**src/rtl/piso_tx_pkg.sv**
```systemverilog
// Shared definitions for the piso_tx parallel-in/serial-out transmitter.
// FSM state encoding shared by the transmitter and anything that observes its state.
package piso_tx_pkg;

    typedef enum logic [1:0] {
        ST_IDLE   = 2'd0,
        ST_SHIFT  = 2'd1,
        ST_PARITY = 2'd2
    } state_e;

endpackage

```
**src/rtl/piso_tx.sv**
```systemverilog
// Parallel-in/serial-out transmitter: takes a WIDTH-bit word over valid/ready and shifts it out MSB
// first, one bit per i_ce edge. Optional even parity bit with `define PISO_TX_PARITY_EN.
module piso_tx
    import piso_tx_pkg::*;
#(
    parameter int unsigned WIDTH = 8
) (
    input  logic             i_clk,
    input  logic             i_reset_n,
    input  logic             i_ce,
    input  logic             i_valid,
    input  logic [WIDTH-1:0] i_data,
    output logic             o_ready,
    output logic             o_data,
    output logic             o_active,
    output logic             o_done
);

    localparam int unsigned CNT_W = $clog2(WIDTH);
    localparam logic [CNT_W-1:0] CNT_LAST = CNT_W'(WIDTH - 1);

    state_e             state_q, state_d;
    logic [WIDTH-1:0]   shreg_q, shreg_d;
    logic [CNT_W-1:0]   cnt_q, cnt_d;
    logic               data_q, data_d;
    logic               active_q, active_d;
    logic               ready_q, ready_d;
    logic               done_q, done_d;
`ifdef PISO_TX_PARITY_EN
    logic               parity_q, parity_d;
`endif

    always_comb begin
        state_d  = state_q;
        shreg_d  = shreg_q;
        cnt_d    = cnt_q;
        data_d   = data_q;
        active_d = active_q;
        ready_d  = ready_q;
        done_d   = 1'b0;
`ifdef PISO_TX_PARITY_EN
        parity_d = parity_q;
`endif

        unique case (state_q)
            ST_IDLE: begin
                // Acceptance is not qualified by i_ce; the first bit appears immediately.
                if (i_valid && ready_q) begin
                    state_d  = ST_SHIFT;
                    data_d   = i_data[WIDTH-1];
                    shreg_d  = {i_data[WIDTH-2:0], 1'b0};
                    cnt_d    = CNT_LAST;
                    active_d = 1'b1;
                    ready_d  = 1'b0;
`ifdef PISO_TX_PARITY_EN
                    parity_d = ^i_data;
`endif
                end
            end

            ST_SHIFT: begin
                if (i_ce) begin
                    if (cnt_q != '0) begin
                        data_d  = shreg_q[WIDTH-1];
                        shreg_d = {shreg_q[WIDTH-2:0], 1'b0};
                        cnt_d   = cnt_q - 1'b1;
                    end else begin
`ifdef PISO_TX_PARITY_EN
                        state_d = ST_PARITY;
                        data_d  = parity_q;
`else
                        state_d  = ST_IDLE;
                        data_d   = 1'b0;
                        active_d = 1'b0;
                        ready_d  = 1'b1;
                        done_d   = 1'b1;
`endif
                    end
                end
            end

`ifdef PISO_TX_PARITY_EN
            ST_PARITY: begin
                if (i_ce) begin
                    state_d  = ST_IDLE;
                    data_d   = 1'b0;
                    active_d = 1'b0;
                    ready_d  = 1'b1;
                    done_d   = 1'b1;
                end
            end
`endif

            default: begin
                // Unreachable encoding: fall back to the reset condition.
                state_d  = ST_IDLE;
                shreg_d  = '0;
                cnt_d    = '0;
                data_d   = 1'b0;
                active_d = 1'b0;
                ready_d  = 1'b1;
            end
        endcase
    end

    always_ff @(posedge i_clk or negedge i_reset_n) begin
        if (!i_reset_n) begin
            state_q  <= ST_IDLE;
            shreg_q  <= '0;
            cnt_q    <= '0;
            data_q   <= 1'b0;
            active_q <= 1'b0;
            ready_q  <= 1'b1;
            done_q   <= 1'b0;
`ifdef PISO_TX_PARITY_EN
            parity_q <= 1'b0;
`endif
        end else begin
            state_q  <= state_d;
            shreg_q  <= shreg_d;
            cnt_q    <= cnt_d;
            data_q   <= data_d;
            active_q <= active_d;
            ready_q  <= ready_d;
            done_q   <= done_d;
`ifdef PISO_TX_PARITY_EN
            parity_q <= parity_d;
`endif
        end
    end

    assign o_ready  = ready_q;
    assign o_data   = data_q;
    assign o_active = active_q;
    assign o_done   = done_q;

`ifdef FORMAL
    a_done_not_active: assert property (@(posedge i_clk) disable iff (!i_reset_n)
        !(o_done && o_active));
    a_ready_not_active: assert property (@(posedge i_clk) disable iff (!i_reset_n)
        !(o_ready && o_active));
    a_ready_is_idle: assert property (@(posedge i_clk) disable iff (!i_reset_n)
        o_ready == (state_q == ST_IDLE));
    a_done_one_cycle: assert property (@(posedge i_clk) disable iff (!i_reset_n)
        o_done |=> !o_done);
    a_cnt_in_range: assert property (@(posedge i_clk) disable iff (!i_reset_n)
        cnt_q <= CNT_LAST);
    a_idle_data_low: assert property (@(posedge i_clk) disable iff (!i_reset_n)
        !o_active |-> !o_data);
`endif

endmodule
```
**config.mk**
```make
export PLATFORM = sky130hd
export DESIGN_NAME = piso_tx
export DESIGN_NICKNAME = d
export VERILOG_FILES = /design/src/rtl/piso_tx_pkg.sv /design/src/rtl/piso_tx.sv
export SDC_FILE = /design/constraint.sdc
export NUM_CORES = 1
export LEC_CHECK = 0
export ABC_AREA = 1
export BUFFER_PORTS_ARGS = -buffer_cell sky130_fd_sc_hd__buf_2
export CELL_PAD_IN_SITES_DETAIL_PLACEMENT = 1
export CELL_PAD_IN_SITES_GLOBAL_PLACEMENT = 2
export CORE_MARGIN = 3
export CORE_UTILIZATION = 29
export DETAILED_ROUTE_END_ITERATION = 10
export PLACE_DENSITY = 0.81
export SLEW_MARGIN = 15
export SYNTH_ARGS = -nofsm -noshare
export SYNTH_HDL_FRONTEND = slang
export SYNTH_SLANG_ARGS = --single-unit
```
**constraint.sdc**
```tcl
create_clock -name i_clk -period 1.5 [get_ports i_clk]
set_input_delay 0.15 -clock i_clk [delete_from_list [all_inputs] [get_ports i_clk]]
set_output_delay 0.15 -clock i_clk [all_outputs]
set_load 0.01 [all_outputs]
```
==> key figures <==
Clocking
  – Clk_lat worst skew: 290 ps
  – CTS H-tree lvls: 1
  – CTS Root Buffer Type: clkbuf_4
  – Max Buffers Root-to-Sink: 2
  – CTS tree: yes
  – Clock transition at path regs: 90 ps
  – CTS Buf Count: 3
  – Clk sinks: 14

Outcome
  – Status: finished clean

Setup path
  – Crit path kind: flop to flop
  – Crit-path max FO: 10
  – Worst R2R Setup Slack: 240 ps
  – Setup crit end kind: flop
  – Reg2reg end: shreg_q[7]
  – Worst setup SP type: flop
  – CP Data Arrival Time: 1450 ps
  – Reg2reg start: cnt_q[0]
  – Data required, critical path: 1690 ps
  – FF-to-FF path depth: 7

Yosys
  – Syn Area/Cell: 7.66 um^2
  – Prevailing post-synth register cell: dfrtp_1
  – Area of the mapped netlist: 736 um^2
  – Post-synth EDFFs: 0
  – Post-synth top area cell: dfrtp_1
  – Syn nets: 110
  – Seq/Total Area, Yosys: 47.8%
  – Synth Register Bits: 14
  – Largest cells by area after synthesis: dfrtp_1 44%, nand2_1 25%, nand3_1 8.8%, dfstp_2 3.6%, ha_1 3.4%
  – Top-count cell post-synth: nand2_1
  – Gate Count Post-Synth: 96
  – Yosys top cell area share: 44.2%
  – Top cells by count, synth: 49 x nand2_1, 13 x dfrtp_1, 13 x nand3_1
  – Netlist cell types: 15
  – Synth warn: 0
  – Fraction of registers with async set/reset: 100%

Timing
  – Final Hold Fails: 0
  – Final setup viols: 0
  – Setup Skew: 4.07 ps
  – Crit share post-route: 84.0%
  – Final min period: 1260 ps
  – Setup_tns: 0 ps
  – Slew @ Worst Pin: 341 ps
  – RSZ-0062 raised after global routing: no
  – Fin. max-slew vios: 0
  – Hold slack: 154 ps
  – Slew headroom: 77.3%
  – Highest Clock Rate: 0.793 GHz

Routing
  – Remaining antenna violation count: 0
  – Drt wl/cell: 12.1 um
  – Via Count: 669
  – Routed vias/inst: 4.65
  – Drt drc: 0
  – Final WL: 1740 um
  – Initial DRC Count: 7
  – First-pass iteration count of the detailed router: 4

Power and ir drop
  – Sw Share: 21.8%
  – Logic pwr share: 4.9%
  – Seq pwr share: 54.5%
  – PwrDens: 777 nW/um^2
  – Power Internal: 541 uW
  – Max VDD drop: 0.421 mV
  – Psw: 151 uW
  – Total Power: 692 uW
  – Leak: 0.000544 uW
  – Clock power share: 40.6%

Global routing
  – Vias in the first global route: 671
  – Initial antenna violation count: 0
  – Gr ovfl total: 0
  – Largest net degree at the start of global routing: 15
  – Global-route usage over all layers: 12.7%
  – Global-route wire length before repair: 3100 um

Final layout
  – Layout Nets: 131
  – Register area: 352 um^2
  – Diodes inserted: 0
  – Share of layout cells above drive strength 1: 24.1%
  – Area of the multi-input gates: 342 um^2
  – Area growth, synth to finish: 21.1%
  – Fill cell count: 303

Place
  – Final GP Congestion: 0.742
  – Post-DP HPWL: 1250 um
  – Port bufs: 15

Hold path
  – Hold path depth: 5
  – Hold path startpoint: i_data[5]
  – Worst hold-check path type: input port to flop
  – Hold Path Sink: shreg_q[6]

Die
  – Top Ports: 16
  – Die Wd: 56.4 um
  – Die H: 56.4 um
  – Initial core utilization: 31.7%
  – Rows: 17
  – DIE AREA: 3180 um^2
  – Core area: 2320 um^2

Flow run
  – Max-cap violations: 0
## critical path, cell delays in order (launching register included)
cell     delay, ps
dfrtp_1        400
inv_1           80
ha_1           140
nand2_1        130
nand2_4        170
nand2_4        110
nand2_1         90
nand2_1         40
## state kept, by name, summed over array words and instances, names as in the netlist
signal,count
o_done,1
o_ready,1
o_data,1
state_q,1
shreg_q,7
cnt_q,3
## per-layer routing
| metal | GRT usage [%] | vias to the layer above | routed length (um) |
|---|---|---|---|
| li1 | - | 340 | - |
| met1 | 17.7 | 312 | 876 |
| met2 | 17.9 | 15 | 743 |
| met3 | 4.83 | 2 | 101 |
| met4 | 4.07 | 0 | 15 |
| met5 | 0 | - | 0 |
## worst max-delay path by stage
stage,startpoint,endpoint,slack [ps],depth (start not counted)
floorplan,cnt_q[0],cnt_q[2],390,7
global placement,cnt_q[0],cnt_q[1],270,7
detailed placement,cnt_q[0],shreg_q[4],220,7
CTS,cnt_q[0],shreg_q[7],210,7
global route,cnt_q[0],shreg_q[5],110,7
finish,cnt_q[0],shreg_q[7],240,7
## cell usage in the layout, fill, tap and decap left out
cell type	instances
ha_1	2
buf_4	2
buf_2	15
dfrtp_1	13
nand2_2	1
o21ai_0	1
nand2_1	49
clkbuf_4	3
nand2_4	2
nand3_1	13
dfstp_2	1
clkbuf_8	1
dlygate4sd3_1	1
inv_2	2
inv_1	5
nor2_1	3
nand3_4	1
a21oi_1	1
## metrics by stage
stage / util, % / setup WS (ps) / cells / instance area [um^2]
global route: 38.4 / 105 / 144 / 891
global placement: 36.4 / 272 / 139 / 845
detailed placement: 36.4 / 224 / 139 / 845
floorplan: - / 387 / 96 / 736
CTS: 38.4 / 210 / 144 / 891
finish: 38.4 / 239 / 144 / 891
## cell type report
type | count | share of cell area [%]
Timing Repair Buffer | 18 | 11.2
Tap cell | 28 | 3.93
Sequential cell | 14 | 39.5
Multi-Input combinational cell | 73 | 38.3
Inverter | 7 | 2.95
Clock buffer | 4 | 4.07
## power by group through the flow
stage	combinational [uW]	clock (uW)	sequential (uW)
2_1_floorplan	8.56	0	385
3_3_place_gp	32.3	0	385
3_5_place_dp	33.1	0	385
4_1_cts	35.4	291	377
5_1_grt	40.1	306	377
6_report	34.1	281	377
## repair_timing
| action | in CTS | in global routing |
|---|---|---|
| hold buffers | 1 | 0 |
| resized for setup | 0 | 0 |
| buffers inserted | 0 | 0 |
| hold endpoints to repair | 13 | 0 |
## kinds of logic after synthesis
| family | after synthesis | synth area share (%) |
|---|---|---|
| buffers and inverters | 9 | 5.78 |
| and+or+nand+nor | 69 | 41.7 |
| DFF | 14 | 47.8 |
| adders and majority gates | 2 | 3.40 |
| AOI/OAI and AO/OA | 2 | 1.36 |
(Power assumes the default switching activity.)
